**src/rtl/bam_arb_pkg.sv**
```systemverilog
// Shared types, default BAM geometry and the golden BAM function used by the
// round-robin shared-multiplier arbiter.
package bam_arb_pkg;

  typedef enum logic [1:0] {
    IDLE,
    CALC,
    RESP
  } state_e;

  localparam int DEF_WIDTH = 8;
  localparam int DEF_H_CUT = 1;
  localparam int DEF_V_CUT = 12;

  // Bit-level sum of every kept partial product a[i]&b[j] at weight i+j.
  function automatic logic [2*DEF_WIDTH-1:0] bam_ref(
    input logic [DEF_WIDTH-1:0] a,
    input logic [DEF_WIDTH-1:0] b
  );
    logic [2*DEF_WIDTH-1:0] p;
    p = '0;
    for (int j = 0; j < DEF_WIDTH; j++) begin
      for (int i = 0; i < DEF_WIDTH; i++) begin
        if (j >= DEF_H_CUT && i + j >= DEF_V_CUT && a[i] && b[j]) begin
          p = p + ((2*DEF_WIDTH)'(1) << (i + j));
        end
      end
    end
    return p;
  endfunction

endpackage

```
**src/rtl/bam_mul_arbiter_if.sv**
```systemverilog
// Request/response bundle between the accelerator lanes and the shared
// approximate multiplier; the arbiter takes the slave side.
interface bam_mul_arbiter_if
  import bam_arb_pkg::*;
#(
  parameter int NUM_REQ = 4,
  parameter int WIDTH   = DEF_WIDTH,
  parameter int ID_W    = $clog2(NUM_REQ)
) ();

  logic [NUM_REQ-1:0]       req_valid;
  logic [NUM_REQ-1:0]       req_ready;
  logic [NUM_REQ*WIDTH-1:0] req_a;
  logic [NUM_REQ*WIDTH-1:0] req_b;
  logic                     resp_valid;
  logic                     resp_ready;
  logic [ID_W-1:0]          resp_id;
  logic [2*WIDTH-1:0]       resp_prod;

  modport master (
    output req_valid, req_a, req_b, resp_ready,
    input  req_ready, resp_valid, resp_id, resp_prod
  );

  modport slave (
    input  req_valid, req_a, req_b, resp_ready,
    output req_ready, resp_valid, resp_id, resp_prod
  );

endinterface

```
**src/rtl/bam_mul_core.sv**
```systemverilog
// Purely combinational broken-array multiplier: rows below H_CUT and columns
// below V_CUT are removed before the rows are summed.
module bam_mul_core
  import bam_arb_pkg::*;
#(
  parameter int WIDTH = DEF_WIDTH,
  parameter int H_CUT = DEF_H_CUT,
  parameter int V_CUT = DEF_V_CUT
) (
  input  logic [WIDTH-1:0]   a,
  input  logic [WIDTH-1:0]   b,
  output logic [2*WIDTH-1:0] prod
);

  localparam int PW = 2 * WIDTH;

  function automatic logic [PW-1:0] col_mask();
    logic [PW-1:0] m;
    for (int k = 0; k < PW; k++) m[k] = (k >= V_CUT);
    return m;
  endfunction

  localparam logic [PW-1:0] COL_MASK = col_mask();

  // Each row is a shifted copy of a gated by b[j]; the chained accumulators
  // keep each stage in its own scope so the adder chain stays acyclic.
  for (genvar j = 0; j < WIDTH; j++) begin : g_row
    logic [PW-1:0] pp;
    logic [PW-1:0] acc;

    if (j >= H_CUT) begin : g_keep
      assign pp = ((PW'(a) & {PW{b[j]}}) << j) & COL_MASK;
    end else begin : g_drop
      assign pp = '0;
    end

    if (j == 0) begin : g_first
      assign acc = pp;
    end else begin : g_next
      assign acc = g_row[j-1].acc + pp;
    end
  end

  assign prod = g_row[WIDTH-1].acc;

endmodule

```
**src/rtl/bam_mul_arbiter.sv**
```systemverilog
// Round-robin arbiter sharing one BAM core among NUM_REQ lanes:
// IDLE grants and registers operands, CALC registers the product, RESP holds it.
module bam_mul_arbiter
  import bam_arb_pkg::*;
#(
  parameter int NUM_REQ = 4,
  parameter int WIDTH   = DEF_WIDTH,
  parameter int H_CUT   = DEF_H_CUT,
  parameter int V_CUT   = DEF_V_CUT,
  parameter int ID_W    = $clog2(NUM_REQ)
) (
  input  logic             clk,
  input  logic             rst,
  bam_mul_arbiter_if.slave bus,
  output logic             busy,
  output logic [15:0]      op_count
);

  localparam int PW = 2 * WIDTH;

  state_e            state_q, state_d;
  logic [ID_W-1:0]   rr_ptr_q, rr_ptr_d;
  logic [ID_W-1:0]   id_q, id_d;
  logic [ID_W-1:0]   resp_id_q, resp_id_d;
  logic [WIDTH-1:0]  op_a_q, op_a_d;
  logic [WIDTH-1:0]  op_b_q, op_b_d;
  logic [PW-1:0]     prod_q, prod_d;
  logic [15:0]       op_count_q, op_count_d;
  logic [NUM_REQ-1:0] req_ready_d;

  logic              grant_vld;
  logic [ID_W-1:0]   grant_id;
  logic [ID_W-1:0]   scan_idx;
  logic [WIDTH-1:0]  sel_a, sel_b;
  logic [PW-1:0]     core_prod;

  function automatic logic [ID_W-1:0] wrap_inc(input logic [ID_W-1:0] x);
    return (x == ID_W'(NUM_REQ - 1)) ? '0 : x + ID_W'(1);
  endfunction

  // NOTE: every signal written in an always_comb gets a default first, so no
  // path leaves it unassigned and no latch is inferred.
  always_comb begin
    grant_vld = 1'b0;
    grant_id  = '0;
    scan_idx  = rr_ptr_q;
    for (int k = 0; k < NUM_REQ; k++) begin
      if (!grant_vld && bus.req_valid[scan_idx]) begin
        grant_vld = 1'b1;
        grant_id  = scan_idx;
      end
      scan_idx = wrap_inc(scan_idx);
    end
  end

  always_comb begin
    sel_a = '0;
    sel_b = '0;
    for (int k = 0; k < NUM_REQ; k++) begin
      if (grant_id == ID_W'(k)) begin
        sel_a = bus.req_a[k*WIDTH +: WIDTH];
        sel_b = bus.req_b[k*WIDTH +: WIDTH];
      end
    end
  end

  bam_mul_core #(
    .WIDTH (WIDTH),
    .H_CUT (H_CUT),
    .V_CUT (V_CUT)
  ) u_core (
    .a    (op_a_q),
    .b    (op_b_q),
    .prod (core_prod)
  );

  always_comb begin
    state_d     = state_q;
    rr_ptr_d    = rr_ptr_q;
    id_d        = id_q;
    resp_id_d   = resp_id_q;
    op_a_d      = op_a_q;
    op_b_d      = op_b_q;
    prod_d      = prod_q;
    op_count_d  = op_count_q;
    req_ready_d = '0;

    unique case (state_q)
      IDLE: begin
        if (grant_vld) begin
          req_ready_d = NUM_REQ'(1) << grant_id;
          id_d        = grant_id;
          op_a_d      = sel_a;
          op_b_d      = sel_b;
          state_d     = CALC;
        end
      end
      CALC: begin
        prod_d    = core_prod;
        resp_id_d = id_q;
        state_d   = RESP;
      end
      RESP: begin
        // No new grant is offered until the current result is taken.
        if (bus.resp_ready) begin
          state_d  = IDLE;
          rr_ptr_d = wrap_inc(resp_id_q);
          if (op_count_q != 16'hFFFF) op_count_d = op_count_q + 16'd1;
        end
      end
      default: state_d = IDLE;
    endcase
  end

  // NOTE: sequential state uses non-blocking assignments so every flop samples
  // the pre-edge values, independent of statement order.
  always_ff @(posedge clk) begin
    if (rst) begin
      state_q    <= IDLE;
      rr_ptr_q   <= '0;
      id_q       <= '0;
      resp_id_q  <= '0;
      op_a_q     <= '0;
      op_b_q     <= '0;
      prod_q     <= '0;
      op_count_q <= '0;
    end else begin
      state_q    <= state_d;
      rr_ptr_q   <= rr_ptr_d;
      id_q       <= id_d;
      resp_id_q  <= resp_id_d;
      op_a_q     <= op_a_d;
      op_b_q     <= op_b_d;
      prod_q     <= prod_d;
      op_count_q <= op_count_d;
    end
  end

  assign bus.req_ready  = req_ready_d;
  assign bus.resp_valid = (state_q == RESP);
  assign bus.resp_id    = resp_id_q;
  assign bus.resp_prod  = prod_q;
  assign busy           = (state_q != IDLE);
  assign op_count       = op_count_q;

  if (WIDTH == DEF_WIDTH && H_CUT == DEF_H_CUT && V_CUT == DEF_V_CUT) begin : g_ref_chk
    always_ff @(posedge clk) begin
      if (!rst && state_q == CALC) assert (core_prod == bam_ref(op_a_q, op_b_q));
    end
  end

endmodule
```
**src/flat_wrapper.sv**
```systemverilog
// flat-port wrapper written by rule: the top's interface ports become plain ports
module bam_mul_arbiter_flat import bam_arb_pkg::*;
#(
  parameter int NUM_REQ = 4,
  parameter int WIDTH   = DEF_WIDTH,
  parameter int H_CUT   = DEF_H_CUT,
  parameter int V_CUT   = DEF_V_CUT,
  parameter int ID_W    = $clog2(NUM_REQ)
)
  (clk, rst, busy, op_count, bus_req_valid, bus_req_a, bus_req_b, bus_resp_ready, bus_req_ready, bus_resp_valid, bus_resp_id, bus_resp_prod);
  bam_mul_arbiter_if #(.NUM_REQ(NUM_REQ), .WIDTH(WIDTH), .ID_W(ID_W)) bus_i ();
  input  logic clk;
  input  logic rst;
  output logic busy;
  output logic [15:0] op_count;
  input wire logic [$bits(bus_i.req_valid)-1:0] bus_req_valid;
  input wire logic [$bits(bus_i.req_a)-1:0] bus_req_a;
  input wire logic [$bits(bus_i.req_b)-1:0] bus_req_b;
  input wire logic [$bits(bus_i.resp_ready)-1:0] bus_resp_ready;
  output wire logic [$bits(bus_i.req_ready)-1:0] bus_req_ready;
  output wire logic [$bits(bus_i.resp_valid)-1:0] bus_resp_valid;
  output wire logic [$bits(bus_i.resp_id)-1:0] bus_resp_id;
  output wire logic [$bits(bus_i.resp_prod)-1:0] bus_resp_prod;
  assign bus_i.req_valid = bus_req_valid;
  assign bus_i.req_a = bus_req_a;
  assign bus_i.req_b = bus_req_b;
  assign bus_i.resp_ready = bus_resp_ready;
  assign bus_req_ready = bus_i.req_ready;
  assign bus_resp_valid = bus_i.resp_valid;
  assign bus_resp_id = bus_i.resp_id;
  assign bus_resp_prod = bus_i.resp_prod;
  bam_mul_arbiter #(.NUM_REQ(NUM_REQ), .WIDTH(WIDTH), .H_CUT(H_CUT), .V_CUT(V_CUT), .ID_W(ID_W)) u_core (.clk(clk), .rst(rst), .bus(bus_i), .busy(busy), .op_count(op_count));
endmodule
```
**config.mk**
```make
export PLATFORM = sky130hd
export DESIGN_NAME = bam_mul_arbiter_flat
export DESIGN_NICKNAME = d
export VERILOG_FILES = /design/src/rtl/bam_arb_pkg.sv /design/src/rtl/bam_mul_arbiter_if.sv /design/src/rtl/bam_mul_core.sv /design/src/rtl/bam_mul_arbiter.sv /design/src/flat_wrapper.sv
export SDC_FILE = /design/constraint.sdc
export NUM_CORES = 1
export LEC_CHECK = 0
export CAP_MARGIN = 25
export CORE_ASPECT_RATIO = 0.7
export CORE_UTILIZATION = 30
export CTS_CLUSTER_DIAMETER = 200
export DETAILED_ROUTE_END_ITERATION = 10
export PLACE_DENSITY = 0.75
export SLEW_MARGIN = 5
export SYNTH_ARGS = -nofsm -noshare
export SYNTH_HDL_FRONTEND = slang
export SYNTH_SLANG_ARGS = --single-unit
```
**constraint.sdc**
```tcl
create_clock -name clk -period 7.9 [get_ports clk]
set_input_delay 1.58 -clock clk [delete_from_list [all_inputs] [get_ports clk]]
set_output_delay 1.58 -clock clk [all_outputs]
set_load 0.01 [all_outputs]
```
==> impl_summary.txt, run 1 <==
----------------------------------------------------
[Clock network]
  CTS clk-pin slew, worst paths ... approximately 0.07 ns
  Post-CTS Repair Setup Buffers ... 0
  Number of hold buffers added after cts ... 0
  Num CTS Buffers ... 5
  CTS resizes ... 0
  Num Clock Sinks ... 34
  Clock latency on the worst-skew pair ... around 0.28 ns
  Clock tree root driver cell ... clkbuf_8
  Clock tree from TritonCTS ... built
  Maximum root-to-sink buffer count ... 2
  H-tree depth ... 2

[Setup path]
  Critical setup path kind ... primary input to primary output
  Count of buffering cells on the critical path with inverters included ... 2
  Cell family with most CP delay ... buffers and inverters
  Maximum cell stage delay along the critical path ... 0.77 ns
  Worst setup path startpoint ... bus_req_valid[1]
  Data required time of the worst path ... 6.32 ns
  Crit path DAT ... around 4.7 ns
  Crit path launch type ... primary input
  Startpoint of the lowest-slack register-to-register path ... u_core.rr_ptr_q[0]$_SDFFE_PP0P_
  Library cell appearing most often on the critical path ... clkdlybuf4s50_1
  Category of the worst setup path capture point ... primary output
  Cell with the biggest individual delay on the critical path ... o32ai_4
  Highest fanout seen on the critical path ... 17
  Cell-by-cell listing of the critical path ... clkdlybuf4s50_1, mux2_2, or4_1, and3_1, o32ai_4, nor3b_1, clkdlybuf4s50_1

[Synthesis]
  Share of synthesized area occupied by flip-flops and latches ... 31.66%
  Synthesized area divided by synthesized cell count ... 8.846 um2
  Dominant synthesized flop cell ... dfxtp_1
  Post-synth ARST share ... 0%
  Cell types with the largest area share after synthesis ... dfxtp_1 (32%), mux2i_1 (10%), buf_4 (4.5%)
  Number of flip-flops and latches in the synthesized netlist ... 34
  Post-synth top area cell ... dfxtp_1
  Cell Area, Synth ... 0.002150 mm2
  Number of enable flip-flop cells after synthesis ... 0
  Number of instances in the synthesized netlist ... 243
  Count of warnings emitted by yosys ... 0
  Area fraction of the dominant cell type after synthesis ... 31.66%
  Synth unique cells ... 54

[Floorplan]
  Core area ... 0.006850 mm2
  Count of standard-cell rows ... 25
  Area of the die ... between 0.007 and 0.008 mm2
  Die span in y ... ~73 um
  # IOs ... 111
  Die W ... 103.2 um
  Initial core utilization ... 31.38%

[Routing]
  Total vias in the final route ... 1,921
  Iter 0 DRT Violations ... 67
  Wire per inst ... 12.44 um
  Via density ... 4.938
  Number of remaining DRC errors ... 0
  Overall routed net length ... 4841 um
  Post-route ant nets ... 0
  Number of search-and-repair iterations in the first detailed-routing pass ... 4

[Run]
  Max Cap Viol ... 0

[STA]
  Headroom to the max-slew limit ... 42.97%
  Unrepaired setup endpoints after global routing ... false
  Max-slew violation count ... 0
  Final worst path period share ... 79.90%
  Post-layout min period ... 6.312 ns
  Final count of negative-setup-slack endpoints ... 0
  Fmax ... 158.4 MHz
  Number of failing hold endpoints at the final stage ... 0
  Setup TNS ... 0 ns
  Post-Route Hold Slack ... 0.4609 ns
  Final setup skew ... 0.007755 ns
  Actual slew at the worst max-slew pin ... 0.8554 ns

[Cells and area]
  Post-layout net count ... 372
  Total area of sequential cells ... 680.7 um2
  P&R area growth vs syn ... 31.66%
  Fraction of final layout cells sized beyond drive strength 1 ... 6.441%
  Multi-input gate area in the final layout ... 0.001315 mm2
  Fill cell instance count of the final layout ... approximately 690
  Diodes inserted ... 0
  Post-layout instance count excluding filler cells ... just under 400
  Finished layout cell area ... roughly 0.0028 mm2

[Power]
  Largest voltage drop on the vdd net ... 0.00005739 V
  Standby leakage power ... 1.118 nW
  Overall power of the completed layout ... 0.0004236 W
  Power per Cell Area ... 149.7 mW/mm2

[GRT]
  Congestion Overflow GR ... 0
  Via count of the first global-routing pass ... 1,710
  First-pass GRT wire length ... 7714 um
  Number of antenna violations at the first check in global routing ... 0
  Global-route usage over all layers ... 13.20%
  Maximum number of pins on one net before global-route repair ... 30

[Hold path]
  Min-delay worst type ... register to register
  Hold Path Origin ... u_core.id_q[1]$_SDFFE_PP0P_

[Place]
  Area after DPL ... between 0.002 and 0.003 mm2
  Count of buffers inserted at the top-level ports ... 58
  Routability congestion estimate from global placement ... 0.7418
  Number of placed cells counting well taps ... 380
  Sum of net half-perimeters after detailed placement ... 3710 um

[Status]
  Outcome ... finished clean

----------------------------------------------------
worst min-delay path: stages, from the launching register on:
cell and delay [ns]:
dfxtp_1 0.31, nand2_1 0.05, a21oi_1 0.05
area by class of cell:
type | instances | share of cell area (%)
multi-input combinational | 186 | 46.46
sequential | 34 | 24.05
timing repair buffer | 59 | 21.04
tap | 94 | 4.156
clock buffer | 7 | 3.050
inverter | 8 | 1.061
clock inverter | 1 | 0.1768
routing by layer:
| metal | GRT usage (%) | up-vias | wire [um] |
|---|---|---|---|
| met5 | 0 | - | 0 |
| li1 | - | 954 | - |
| met1 | 18.25 | 906 | 2397 |
| met2 | 19.78 | 58 | 2081 |
| met3 | 4.023 | 3 | 340 |
| met4 | 3.756 | 0 | 21 |
power by group:
group          switching (W)  internal (W)
combinational      0.0000505     0.0000528
sequential        0.00000778      0.000182
clock              0.0000607     0.0000703
total               0.000119      0.000305
kinds of logic after synthesis:
| kind of cell | after synthesis | synth area share, % |
|---|---|---|
| muxes | 26 | 13.56 |
| DFF | 34 | 31.66 |
| xor gates and xnor gates | 11 | 4.482 |
| and+or+nand+nor | 88 | 20.55 |
| other | 1 | 0.1745 |
| buffers and inverters | 34 | 9.080 |
| adders and majority gates | 7 | 4.773 |
| AOI/OAI and AO/OA | 42 | 15.72 |
state kept, by name, indices dropped and copies added, names as in the netlist:
register	count
u_core.bus.resp_id	2
u_core.bus.resp_prod	4
u_core.id_q	2
u_core.op_a_q	3
u_core.op_b_q	3
u_core.op_count	16
u_core.rr_ptr_q	2
u_core.state_q	2
Yosys cell counts, drive strengths merged (2+ instances only):
cell type / count
ha: 5
clkbuf: 6
nor2: 23
nor4: 5
nand2: 16
dfxtp: 34
a21oi: 8
mux2: 2
nand2b: 3
fa: 2
xor2: 4
and2: 7
a31oi: 2
o31ai: 2
mux4: 2
nor3: 4
o21ai: 8
xnor2: 7
mux2i: 22
and3: 5
or3: 4
buf: 20
inv: 8
o221ai: 6
nand4: 2
nand3: 13
a211o: 2
or4: 2
placed cells by master (no fill, tap or decap), types with 2 or more instances in the layout:
cell	count
ha_1	5
nor2_1	23
mux2i_1	22
or4_1	2
nand2b_1	3
o221ai_1	6
nand2_1	16
a21oi_1	8
mux2_2	2
nor4_1	5
o21ai_0	8
nand4_1	2
a31oi_1	2
clkbuf_8	6
nor3_1	4
dfxtp_1	34
nand3_1	13
or3_1	3
clkdlybuf4s50_1	58
inv_1	8
xnor2_1	7
and2_1	7
fa_1	2
xor2_1	4
conb_1	12
and3_1	5
stage by stage:
stage / util, % / setup slack, ns
floorplan: - / 2.685
global placement: 39.76 / 1.632
detailed placement: 39.76 / 1.581
CTS: 41.10 / 1.576
global route: 41.32 / 1.340
finish: 41.32 / 1.588
final timing paths:
check,to,slack [ns],cells past startpoint
worst min-delay path,u_core.id_q[1]$_SDFFE_PP0P_,0.46,2
worst max-delay path,bus_req_ready[1],1.59,7
worst max register to register,u_core.op_a_q[5]$_SDFFE_PP0P_,4.40,7
worst min register to register,u_core.id_q[1]$_SDFFE_PP0P_,0.46,2
No activity file was read; power rests on OpenSTA's default activity.
==> run 2: changes to the inputs <==
--- a/config.mk
+++ b/config.mk
@@ -10,7 +10,7 @@
 export CORE_UTILIZATION = 30
 export CTS_CLUSTER_DIAMETER = 200
 export DETAILED_ROUTE_END_ITERATION = 10
-export PLACE_DENSITY = 0.75
+export PLACE_DENSITY = 0.78
 export SLEW_MARGIN = 5
 export SYNTH_ARGS = -nofsm -noshare
 export SYNTH_HDL_FRONTEND = slang
==> constraint.sdc (replaced) <==
create_clock -name clk -period 5.75 [get_ports clk]
set_input_delay 1.15 -clock clk [delete_from_list [all_inputs] [get_ports clk]]
set_output_delay 1.15 -clock clk [all_outputs]
set_load 0.01 [all_outputs]
==> impl_summary.txt, run 2 (same netlist as run 1, synthesis figures left out) <==
----------------------------------------------------
[STA]
  Actual slew at the worst max-slew pin ... 0.7002 ns
  Max-slew violation count ... 0
  Final worst path period share ... 90.07%
  Number of failing hold endpoints at the final stage ... 0
  Post-Route Hold Slack ... 0.4765 ns
  Post-layout min period ... 5.179 ns
  Unrepaired setup endpoints after global routing ... false
  Final setup skew ... 0.006656 ns
  Headroom to the max-slew limit ... 52.82%
  Final count of negative-setup-slack endpoints ... 0
  Setup TNS ... 0 ns
  Fmax ... 193.1 MHz

[Routing]
  Number of remaining DRC errors ... 0
  Overall routed net length ... 4808 um
  Via density ... just under 5
  Post-route ant nets ... 0
  Number of search-and-repair iterations in the first detailed-routing pass ... 4
  Iter 0 DRT Violations ... 111
  Wire per inst ... 12.30 um
  Total vias in the final route ... 1,905

[Hold path]
  Hold Path Origin ... u_core.id_q[1]$_SDFFE_PP0P_
  Worst-case hold path end point ... u_core.id_q[1]$_SDFFE_PP0P_
  Worst hold path depth ... 2
  Min-delay worst type ... register to register

[Place]
  Number of placed cells counting well taps ... 382
  Routability congestion estimate from global placement ... 0.7580
  Area after DPL ... ~0.0027 mm2
  Sum of net half-perimeters after detailed placement ... between 3000 and 4000 um
  Count of buffers inserted at the top-level ports ... 58

[Cells and area]
  Finished layout cell area ... 0.002841 mm2
  Flip-flop count of the largest register, all copies and words added ... 16
  P&R area growth vs syn ... 32.19%
  Commonest non-fill, non-tap cell in the layout ... clkdlybuf4s50_1
  Post-layout net count ... 374
  Fill cell instance count of the final layout ... 680
  End-of-flow core utilization ... 41.48%
  Fraction of final layout cells sized beyond drive strength 1 ... 7.071%
  Diodes inserted ... 0
  Commonest cells after routing, fill and taps aside ... clkdlybuf4s50_1 (58), dfxtp_1 (34), nor2_1 (23), mux2i_1 (22), nand2_1 (16)
  Post-layout instance count excluding filler cells ... roughly 390

[Clock network]
  H-tree depth ... 2
  Num Clock Sinks ... 34
  Post-CTS Repair Setup Buffers ... 0
  CTS clk-pin slew, worst paths ... 0.07 ns
  Clock latency on the worst-skew pair ... 0.27 ns
  Num CTS Buffers ... 5
  CTS resizes ... 0
  Clock tree from TritonCTS ... built
  Number of hold buffers added after cts ... 0
  Maximum root-to-sink buffer count ... 2
  Clock tree root driver cell ... clkbuf_8

[Setup path]
  Cell with the biggest individual delay on the critical path ... clkdlybuf4s50_1
  Crit path launch type ... primary input
  Data required time of the worst path ... ~4.6 ns
  Cell-by-cell listing of the critical path ... clkdlybuf4s50_1, mux2_2, or4_1, and3_1, o32ai_4, buf_4, and3_1, clkdlybuf4s50_1
  Maximum cell stage delay along the critical path ... 0.53 ns
  Capturing point of the worst reg2reg path ... u_core.op_a_q[5]$_SDFFE_PP0P_
  Setup slack, reg-to-reg ... 2.46 ns
  Crit path DAT ... just over 4 ns
  Critical setup path kind ... primary input to primary output
  Category of the worst setup path capture point ... primary output
  Depth of the worst register-to-register path ... 8
  Highest fanout seen on the critical path ... 13
  Startpoint of the lowest-slack register-to-register path ... u_core.rr_ptr_q[0]$_SDFFE_PP0P_

[Power]
  Power per Cell Area ... 205.3 mW/mm2
  Largest voltage drop on the vdd net ... 0.0001151 V
  Standby leakage power ... 1.126 nW

[Floorplan]
  Die span in y ... roughly 73 um
  Area of the die ... 0.007513 mm2
  Die W ... 103.2 um
  Initial core utilization ... 31.38%
  Core area ... 0.006850 mm2
  # IOs ... 111
  Count of standard-cell rows ... 25

[GRT]
  Congestion Overflow GR ... 0
  Global routing met1 resource utilization ... 18.65%
  Grt met2 use ... 20.59%
  Number of antenna violations at the first check in global routing ... 0
  Global-route usage over all layers ... 13.27%
  First-pass GRT wire length ... 7893 um
  Via count of the first global-routing pass ... 1,733
  Maximum number of pins on one net before global-route repair ... 30
  Met3 Use GR ... between 4 and 5%
  Global routing's busiest layer ... met2

[Status]
  Outcome ... finished clean

[Run]
  Max Cap Viol ... 0

----------------------------------------------------
[run 2: changes by cell type in the layout (fill, tap and decap cells not counted), sizes merged]
| cell | before | now |
|---|---|---|
| buf | 1 | 3 |
[run 2: cell type report]
cell class	count	area, um2	area share (%)
clock buffer	7	86.33	3.038
clock inverter	1	5.005	0.1761
inverter	8	30.03	1.057
multi-input combinational	186	1315	46.28
sequential	34	680.7	23.95
tap	94	117.6	4.139
timing repair buffer	61	606.8	21.36
[run 2: metrics by stage]
step                worst slack (ns)  power [W]
finish                        0.5710  0.0005832
global route                  0.4421  0.0006162
CTS                           0.5655  0.0005877
detailed placement            0.5762  0.0004102
global placement              0.5759  0.0004071
floorplan                      1.395  0.0003629
[run 2: how the worst max path moves through the flow]
stage | from | end | slack [ns] | depth (start not counted)
2_1_floorplan | bus_req_valid[1] | bus_req_ready[1] | 1.40 | 7
3_3_place_gp | bus_req_valid[1] | bus_req_ready[0] | 0.58 | 8
3_5_place_dp | bus_req_valid[1] | bus_req_ready[0] | 0.58 | 8
4_1_cts | bus_req_valid[1] | bus_req_ready[0] | 0.57 | 8
5_1_grt | bus_req_valid[1] | bus_req_ready[0] | 0.44 | 8
6_report | bus_req_valid[1] | bus_req_ready[0] | 0.57 | 8
[run 2: layer usage]
metal / part of all wire, % / vias up
li1: - / 955
met1: 50 / 887
met2: 43 / 61
met3: 7.0 / 2
met4: 0.15 / 0
met5: 0 / -
[run 2: report_power, final]
part           switching, W  internal (W)
Sequential        0.0000111      0.000249
Clock             0.0000812     0.0000966
Combinational     0.0000701     0.0000749
[run 2: critical path, delay by kind of cell]
family,cells,cell delay [ns]
buffers and inverters,3,1.31
and+or+nand+nor,3,0.87
AOI/OAI and AO/OA,1,0.35
muxes,1,0.34
